File: config.mk
export PLATFORM = sky130hd
export DESIGN_NAME = tlb_mp
export DESIGN_NICKNAME = d
export VERILOG_FILES = /design/src/rtl/tlb_mp.sv
export SDC_FILE = /design/constraint.sdc
export NUM_CORES = 2
export LEC_CHECK = 0
export CORE_ASPECT_RATIO = 1.5
export CORE_UTILIZATION = 48
export DETAILED_ROUTE_END_ITERATION = 8
export GPL_ROUTABILITY_DRIVEN = 0
export PLACE_DENSITY = 0.74
export SKIP_LAST_GASP = 1
export SLEW_MARGIN = 25
export SYNTH_ARGS = -nofsm -noshare
export SYNTH_HDL_FRONTEND = slang
export SYNTH_SLANG_ARGS = --single-unit
File: constraint.sdc
create_clock -name clk -period 10 [get_ports clk]
set_input_delay 1.5 -clock clk [delete_from_list [all_inputs] [get_ports clk]]
set_output_delay 1.5 -clock clk [all_outputs]
set_load 0.02 [all_outputs]
File: src/rtl/tlb_mp.sv
// Multi-port LoongArch-style TLB: NUM entries and NPORT search ports with registered
// results, multi-hit flag, INVTLB with its own operands, round-robin TLBFILL and per-port counters.

module tlb_mp_port #(
  parameter int NUM = 16,
  parameter int IW  = $clog2(NUM)
) (
  input  logic                    clk,
  input  logic                    rstn,
  input  logic                    req,
  input  logic [18:0]             vppn,
  input  logic                    va_bit12,
  input  logic [9:0]              asid,
  input  logic [NUM-1:0]          t_e,
  input  logic [NUM-1:0]          t_g,
  input  logic [NUM-1:0]          t_ps4m,
  input  logic [NUM-1:0][18:0]    t_vppn,
  input  logic [NUM-1:0][9:0]     t_asid,
  input  logic [NUM-1:0][25:0]    t_pg0,
  input  logic [NUM-1:0][25:0]    t_pg1,
  output logic                    hit,
  output logic                    rsp_valid,
  output logic                    found,
  output logic                    multi,
  output logic [IW-1:0]           index,
  output logic [32:0]             pte
);
  logic [NUM-1:0] match;
  logic [IW-1:0]  idx;
  logic           sel;
  logic [25:0]    pg;
  logic [32:0]    pte_nxt;

  always_comb begin
    match = '0;
    idx   = '0;
    for (int i = 0; i < NUM; i++)
      match[i] = t_e[i] && (t_vppn[i][18:10] == vppn[18:10]) &&
                 (t_ps4m[i] || (t_vppn[i][9:0] == vppn[9:0])) &&
                 (t_g[i] || (t_asid[i] == asid));
    // scan downward so the lowest matching index is the one left in idx
    for (int i = NUM-1; i >= 0; i--)
      if (match[i]) idx = IW'(i);
  end

  assign hit     = |match;
  assign sel     = t_ps4m[idx] ? vppn[8] : va_bit12;
  assign pg      = sel ? t_pg1[idx] : t_pg0[idx];
  // page info is {ppn, plv, mat, d, v}; ps is re-expanded from the stored 4M flag
  assign pte_nxt = hit ? {1'b0, pg[25:6], (t_ps4m[idx] ? 6'd21 : 6'd12), pg[5:0]} : '0;

  always_ff @(posedge clk) begin
    if (!rstn) begin
      rsp_valid <= 1'b0;
      found     <= 1'b0;
      multi     <= 1'b0;
      index     <= '0;
      pte       <= '0;
    end else begin
      rsp_valid <= req;
      if (req) begin
        found <= hit;
        multi <= |(match & (match - 1'b1));
        index <= idx;
        pte   <= pte_nxt;
      end
    end
  end
endmodule

module tlb_mp #(
  parameter int NUM   = 16,
  parameter int NPORT = 2,
  localparam int IW   = $clog2(NUM)
) (
  input  logic                        clk,
  input  logic                        rstn,
  input  logic [NPORT-1:0]            s_req,
  input  logic [NPORT-1:0][18:0]      s_vppn,
  input  logic [NPORT-1:0]            s_va_bit12,
  input  logic [NPORT-1:0][9:0]       s_asid,
  output logic [NPORT-1:0]            s_rsp_valid,
  output logic [NPORT-1:0]            s_found,
  output logic [NPORT-1:0]            s_multi,
  output logic [NPORT-1:0][IW-1:0]    s_index,
  output logic [NPORT-1:0][32:0]      s_pte,
  input  logic                        we,
  input  logic                        w_fill,
  input  logic [IW-1:0]               w_index,
  input  logic [88:0]                 w_entry,
  output logic [IW-1:0]               fill_ptr,
  input  logic [IW-1:0]               r_index,
  output logic [88:0]                 r_entry,
  input  logic                        inv_valid,
  input  logic [4:0]                  inv_op,
  input  logic [9:0]                  inv_asid,
  input  logic [18:0]                 inv_vppn,
  output logic                        inv_err,
  output logic [NPORT-1:0][31:0]      hit_cnt,
  output logic [NPORT-1:0][31:0]      miss_cnt
);
  typedef struct packed {
    logic        e;
    logic [18:0] vppn;
    logic [5:0]  ps;
    logic [9:0]  asid;
    logic        g;
    logic [25:0] pg0;
    logic [25:0] pg1;
  } ent_t;

  ent_t                  w_ent;
  logic [NUM-1:0]        e_q, g_q, ps4m_q, inv_hit;
  logic [NUM-1:0][18:0]  vppn_q;
  logic [NUM-1:0][9:0]   asid_q;
  logic [NUM-1:0][25:0]  pg0_q, pg1_q;
  logic [IW-1:0]         w_tgt;
  logic [NPORT-1:0]      hit;
  logic [NPORT-1:0][31:0] hit_q, miss_q;

  assign w_ent = w_entry;
  assign w_tgt = w_fill ? fill_ptr : w_index;

  genvar p;
  generate
    for (p = 0; p < NPORT; p++) begin : g_port
      tlb_mp_port #(.NUM(NUM), .IW(IW)) u_port (
        .clk(clk), .rstn(rstn),
        .req(s_req[p]), .vppn(s_vppn[p]), .va_bit12(s_va_bit12[p]), .asid(s_asid[p]),
        .t_e(e_q), .t_g(g_q), .t_ps4m(ps4m_q), .t_vppn(vppn_q), .t_asid(asid_q),
        .t_pg0(pg0_q), .t_pg1(pg1_q),
        .hit(hit[p]), .rsp_valid(s_rsp_valid[p]), .found(s_found[p]), .multi(s_multi[p]),
        .index(s_index[p]), .pte(s_pte[p])
      );
    end
  endgenerate

  always_comb begin
    inv_hit = '0;
    for (int i = 0; i < NUM; i++) begin
      logic va, am;
      va = (vppn_q[i][18:10] == inv_vppn[18:10]) &&
           (ps4m_q[i] || (vppn_q[i][9:0] == inv_vppn[9:0]));
      am = (asid_q[i] == inv_asid);
      case (inv_op)
        5'd0, 5'd1: inv_hit[i] = 1'b1;
        5'd2:       inv_hit[i] = g_q[i];
        5'd3:       inv_hit[i] = !g_q[i];
        5'd4:       inv_hit[i] = !g_q[i] && am;
        5'd5:       inv_hit[i] = !g_q[i] && am && va;
        5'd6:       inv_hit[i] = (g_q[i] || am) && va;
        default:    inv_hit[i] = 1'b0;
      endcase
    end
  end

  // control state: e bits, fill pointer, error pulse
  always_ff @(posedge clk) begin
    if (!rstn) begin
      e_q      <= '0;
      fill_ptr <= '0;
      inv_err  <= 1'b0;
    end else begin
      inv_err <= inv_valid && (inv_op >= 5'd7);
      for (int i = 0; i < NUM; i++) begin
        if (we && (w_tgt == IW'(i)))      e_q[i] <= w_ent.e;
        else if (inv_valid && inv_hit[i]) e_q[i] <= 1'b0;
      end
      if (we && w_fill) fill_ptr <= fill_ptr + 1'b1;
    end
  end

  always_ff @(posedge clk) begin
    if (we) begin
      vppn_q[w_tgt] <= w_ent.vppn;
      ps4m_q[w_tgt] <= (w_ent.ps == 6'd21);
      asid_q[w_tgt] <= w_ent.asid;
      g_q[w_tgt]    <= w_ent.g;
      pg0_q[w_tgt]  <= w_ent.pg0;
      pg1_q[w_tgt]  <= w_ent.pg1;
    end
  end

  always_ff @(posedge clk) begin
    if (!rstn) begin
      hit_q  <= '0;
      miss_q <= '0;
    end else begin
      for (int i = 0; i < NPORT; i++) begin
        if (s_req[i] && hit[i] && (hit_q[i] != '1))   hit_q[i]  <= hit_q[i] + 1'b1;
        if (s_req[i] && !hit[i] && (miss_q[i] != '1)) miss_q[i] <= miss_q[i] + 1'b1;
      end
    end
  end

  assign hit_cnt  = hit_q;
  assign miss_cnt = miss_q;
  assign r_entry  = {e_q[r_index], vppn_q[r_index], (ps4m_q[r_index] ? 6'd21 : 6'd12),
                     asid_q[r_index], g_q[r_index], pg0_q[r_index], pg1_q[r_index]};
endmodule

# --- Word-level counts from Yosys, hierarchy flattened ---
# Index checks and enable logic that the tools add are counted.
totals:
  out_inout_bits: 302
  register_bits: 1557
  elab_cells: 753
  input_bits: 198
classes:
  order_cmp: 6
  bitwise_logic: 2
  n_addsub: 7
  n_reduce_logical: 340
  n_eq_ne: 170
  n_mux: 130
ops:
  columns: ["cell", "n"]
  rows:
  - ["$eq A10 B10 Y1", 96]
  - ["$bwmux W416", 2]
  - ["$bmux W26 S4", 6]
  - ["$eq A9 B9 Y1", 48]
  - ["$bwmux W304", 1]
  - ["$mux W26", 9]
  - ["$logic_and A1 B1 Y1", 203]
  - ["$bwmux W160", 1]
  - ["$mux W4", 33]
  - ["$add A32 B1 Y32 const B", 4]
  - ["$ne A32 B32 Y1 const B", 4]
  - ["$demux W26 S4", 1]
  - ["$logic_or A1 B1 Y1", 96]
  - ["$pmux W1 S6", 16]
  - ["$bmux W19 S4", 1]
  - ["$demux W19 S4", 1]
  - ["$mux W32", 2]
  - ["$reduce_or A16 Y1", 4]
  - ["$bmux W10 S4", 1]
  - ["$demux W10 S4", 1]
  - ["$mux W1", 40]
  - ["$mux W19", 2]
  - ["$and A16 B16 Y16", 2]
  - ["$bwmux W16", 2]
  - ["other kinds (22)", 79]

# --- Logic depth before layout (Yosys ltp) ---
depth:
  word_depth: 25
  depth_mapped: 19

# --- Hierarchy ---
# A second synthesis with hierarchy kept.
hier_totals:
  cells_unflattened: 7948
  area_unflattened_um2: 93568.5
modules_own_cells:
  columns: ["module", "n_inst", "area_per_inst_um2", "cells_per_inst", "seq_area_each_um2"]
  rows:
  - ["tlb_mp", 1, 63139.3, 3530, 42861.1]
  - ["tlb_mp_port", 2, 15214.6, 2209, 700.7]

# --- Worst setup path after synthesis ---
# Ideal clock, no wire load.
synth_timing:
  path_type: "in2reg"
  from: "in w_fill"
  to: "reg asid_q[140] (netlist name) (enable)"
  path_slack_ns: 3.567
  stages: 6
  arrival_ns: 5.906
  path_buffers: 2
  t_required_ns: 9.473
  cell_sequence: "clkbuf_1 -> buf_1 -> nand3_1 -> o21ai_0 -> nand2_1 -> nor2_1"
synth_rtl:
  columns: ["element", "line", "rtl"]
  rows:
  - ["start, declared", "88", "input logic w_fill,"]
  - ["end signal, assigned by index", "177", "asid_q[w_tgt] <= w_ent.asid;"]
  - ["end, declared", "115", "logic [NUM-1:0][9:0] asid_q;"]

# --- Worst setup path after layout ---
layout_timing:
  from: "in s_vppn[2] (netlist name)"
  to: "reg g_port[0].u_port.pte[14]"
layout_via:
  elab_chain_cells: 25
  word_cells_on_any_way: 90
  cone_classes: "eq/ne (16); mux (25); reduce/logical (49)"
layout_lines:
  columns: ["element", "line", "rtl"]
  rows:
  - ["start, declared", "79", "input logic [NPORT-1:0][18:0] s_vppn,"]
  - ["$eq A10 B10 Y1", "39", "(t_ps4m[i] || (t_vppn[i][9:0] == vppn[9:0])) &&"]
  - ["$logic_or A1 B1 Y1", "39", null]
  - ["$logic_and A1 B1 Y1", "38", "match[i] = t_e[i] && (t_vppn[i][18:10] == vppn[18:10]) &&"]
  - ["$logic_and A1 B1 Y1", "39", null]
  - ["$mux W4 (16 in series)", "43", "if (match[i]) idx = IW'(i);"]
  - ["$bmux W1 S4", "47", "assign sel = t_ps4m[idx] ? vppn[8] : va_bit12;"]
  - ["$mux W1 (implied by the code)", "47", null]
  - ["$mux W1", "47", null]
  - ["$mux W26", "48", "assign pg = sel ? t_pg1[idx] : t_pg0[idx];"]
  - ["$mux W32 *", "50", "assign pte_nxt = hit ? {1'b0, pg[25:6], (t_ps4m[idx] ? 6'd21 : 6'd12), pg[5:0]} : '0;"]
  - ["end signal, assigned", "65", "pte <= pte_nxt;"]
  - ["end, declared", "26", "output logic [32:0] pte"]
# Every way passes the cells marked *; elsewhere a longest branch is shown, timed or not. The select of a mux whose other input is x is not followed.
# A chain may end at the register's enable or synchronous reset.

==> metrics.cfg <==
[cells_and_area]
drive_gt1_share_pct=14.4
area_growth_pct=13.5
stdcell_count=11000
final_util_pct=55.0
fin_area_um2=108000
nets=8452

[drt]
avgRoutedWirePerCell_um=33.5
drc_errors=0
initialDrtViolationCount=10600
routed-via-count=74500
drt_wl_total_mm=368
first_pass_iters=9
ant_nets=0
viasPerCell=6.77

[timing]
clock.fmax_mhz=130
relSlewSlack_pct=17.5
tns_ns=0
rsz0062_at_grt=false
final.min_clock_period_ns=7.69
report.final.slew_viol_count=0
finalHoldViolCount=0
setup_violations=0
skew_ns=0.0851
worst_pin_slew_ns=1.23
finalCritPeriodShare_pct=76.9

[clock_tree]
worstSkewPairLatency_ns=0.87
path_clk_slew_ns=0.07
cts.sinks=1547
post_cts_resize_count=0
root_buffer=clkbuf_16
cts_tree=built
cts_setup_buffers=0
clockBufferDepth=4
cts_htree_levels=4
cts_hold_buf=0
cts_buffers=161

[critical_path]
crit_fanout=68
reg2reg_to=g_port[0].u_port.pte[14]
critPathBufInv=4
crit_path_frequent_cell=buf_4
start_kind=primary input
crit_family=compound AO/OA/AOI/OAI gates
max_stage_delay_ns=0.94
path_cells=clkdlybuf4s50_1 -> buf_4 -> xor2_1 -> nor4_1 -> a41oi_1 -> or3_1 -> a311oi_1 -> o31ai_1 -> a21boi_4 -> buf_4 -> buf_4 -> nor2_1 -> a211oi_1 -> a211oi_1 -> a21oi_1 -> mux2i_1 -> o21ai_1
cp_slowest_cell=clkdlybuf4s50_1
r2r_setup_slack_ns=3.56
critPathCaptureType=flip-flop
regToRegStartpoint=vppn_q[193]
worstPathRequired_ns=10.81
path_class=in2reg
worstPathArrival_ns=8.50
r2r_cells=15

[min_path]
worst_hold_path_type=reg2reg
hold_path_depth=2
hold_start=g_port[0].u_port.pte[27]
whs_endpoint=g_port[0].u_port.pte[27]

[pwr]
leakage_nw=35.4
p_total_w=0.0150
power_density_nw_per_um2=139
ir_worst_vdd_v=0.000174

[synth]
synth-main-ff-cell=edfxtp_1
syn_area_um2=95100
syn_avg_cell_area_um2=11.9
ys_async_sr_fraction_pct=0
synth_cells=7993
synth_seq_cells=1547
yosysWarnings=0
synth_cell_types=87
synth_edf_count=1328
ys_seq_area_share_pct=46.5

[global_routing]
grt_pass1_wl_mm=520
grt_antenna_before_repair=38
grt_max_degree=147
grt_overflow_total=0
grt_pass1_vias=73600
grt_usage_pct=36.1

[die]
die-height_um=547
die_area_um2=200000
rows=199
start_util_pct=48.4
ioPinCount=500
die_w_um=366
core_um2=196000

[outcome]
status=complete, no violations

[placement]
post_dp_cell_area_um2=102000
dp_hpwl_mm=234
placed_cells=10700
port_buffers=490

[flow_run]
cap_violations=0

flip-flops by register name (all words and copies together) (netlist names):
| signal | cells |
|---|---|
| pg0_q | 416 |
| pg1_q | 416 |
| vppn_q | 304 |
| asid_q | 160 |
| hit_cnt | 64 |
| miss_cnt | 64 |
| g_port.u_port.pte | 58 |
| e_q | 16 |
| g_q | 16 |
| ps4m_q | 16 |
| g_port.u_port.index | 8 |
| fill_ptr | 4 |
| g_port.u_port.multi | 2 |
| g_port.u_port.rsp_valid | 2 |
| inv_err | 1 |
layout make-up:
type / instances / area (um2)
Multi-Input combinational cell: 5832 / 48200
Antenna cell: 15 / 37.5
Sequential cell: 1547 / 44300
Clock inverter: 92 / 1020
Inverter: 17 / 63.8
Timing Repair Buffer: 690 / 6820
Tap cell: 2613 / 3270
Clock buffer: 192 / 4350
Fill cell: 15900 / 88400
layout by cell type (no fill, tap or decap), drive strengths merged, types with 19 or more instances in the layout:
master / n
a211oi: 151
and3: 58
nor4: 231
nand4: 151
inv: 24
nand3: 256
a21boi: 39
nor2b: 26
and2: 125
buf: 205
dfxtp: 219
edfxtp: 1328
clkdlybuf4s50: 484
a21oi: 247
xnor2: 583
bufinv: 19
mux2i: 573
clkbuf: 193
o211ai: 106
mux4: 420
mux2: 215
nor3: 115
a41oi: 70
nand2: 584
or3: 80
xor2: 936
o21ai: 190
clkinv: 53
nor2: 499
tightest hold or removal path: stages, from the launching register on:
cell and delay, ns:
dfxtp_1 0.32, nand2_1 0.05, o21ai_1 0.05
where the power goes:
group | total, W | switching [W] | internal (W)
combinational | 0.00156 | 0.000950 | 0.000606
sequential | 0.00715 | 0.0000746 | 0.00708
clock | 0.00630 | 0.00269 | 0.00360
stage by stage:
stage | hold slack, ns | setup WS (ns)
finish | 0.462 | 2.31
detailed placement | 0.447 | 1.99
global placement | 0.438 | 2.13
CTS | 0.459 | 2.89
global route | 0.474 | 2.42
floorplan | 0.477 | 3.57
cell families after synthesis:
| group | Yosys count | share of synthesized area, % |
|---|---|---|
| and+or+nand+nor | 2168 | 11.1 |
| muxes | 1208 | 18.5 |
| xor gates and xnor gates | 1519 | 14.0 |
| adders and majority gates | 9 | 0.108 |
| other | 2 | 0.00789 |
| DFF | 1547 | 46.5 |
| AOI/OAI and AO/OA | 919 | 6.44 |
| buffers and inverters | 621 | 3.32 |
Yosys cell counts (20+ instances only):
cell type,n,area [um2]
edfxtp_1,1328,39900
xor2_1,936,8200
nand2_1,584,2190
xnor2_1,582,5100
mux2i_1,571,5720
nor2_1,499,1870
mux4_2,420,9460
clkbuf_1,295,1110
nand3_1,256,1280
a21oi_1,247,1240
nor4_1,230,1440
dfxtp_1,219,4380
mux2_2,210,2360
o21ai_0,155,776
a211oi_1,151,1130
nand4_1,150,938
and2_1,124,776
nor3_1,106,531
buf_2,91,455
o211ai_1,86,646
buf_1,84,315
or3_1,80,500
buf_4,76,571
a41oi_1,69,604
and3_1,58,363
buf_6,57,642
a21boi_0,38,285
o21ai_1,33,165
nor2b_1,26,163
o211ai_2,20,250
worst max-delay path by stage:
stage                    from                        to  depth (start not counted)
detailed placement  s_asid[6]  g_port[0].u_port.pte[15]                         18
floorplan              w_fill               asid_q[140]                          6
CTS                 s_asid[6]  g_port[0].u_port.pte[15]                         18
global route        s_vppn[2]  g_port[0].u_port.pte[14]                         17
global placement    s_asid[6]  g_port[0].u_port.pte[15]                         18
finish              s_vppn[2]  g_port[0].u_port.pte[14]                         17
layer usage:
layer / part of all wire [%] / track usage [%]
met2: 45 / 56.0
met3: 13 / 11.8
met5: 0.070 / 0.0242
met4: 10 / 29.7
met1: 31 / 40.3
(Power assumes the default switching activity.)
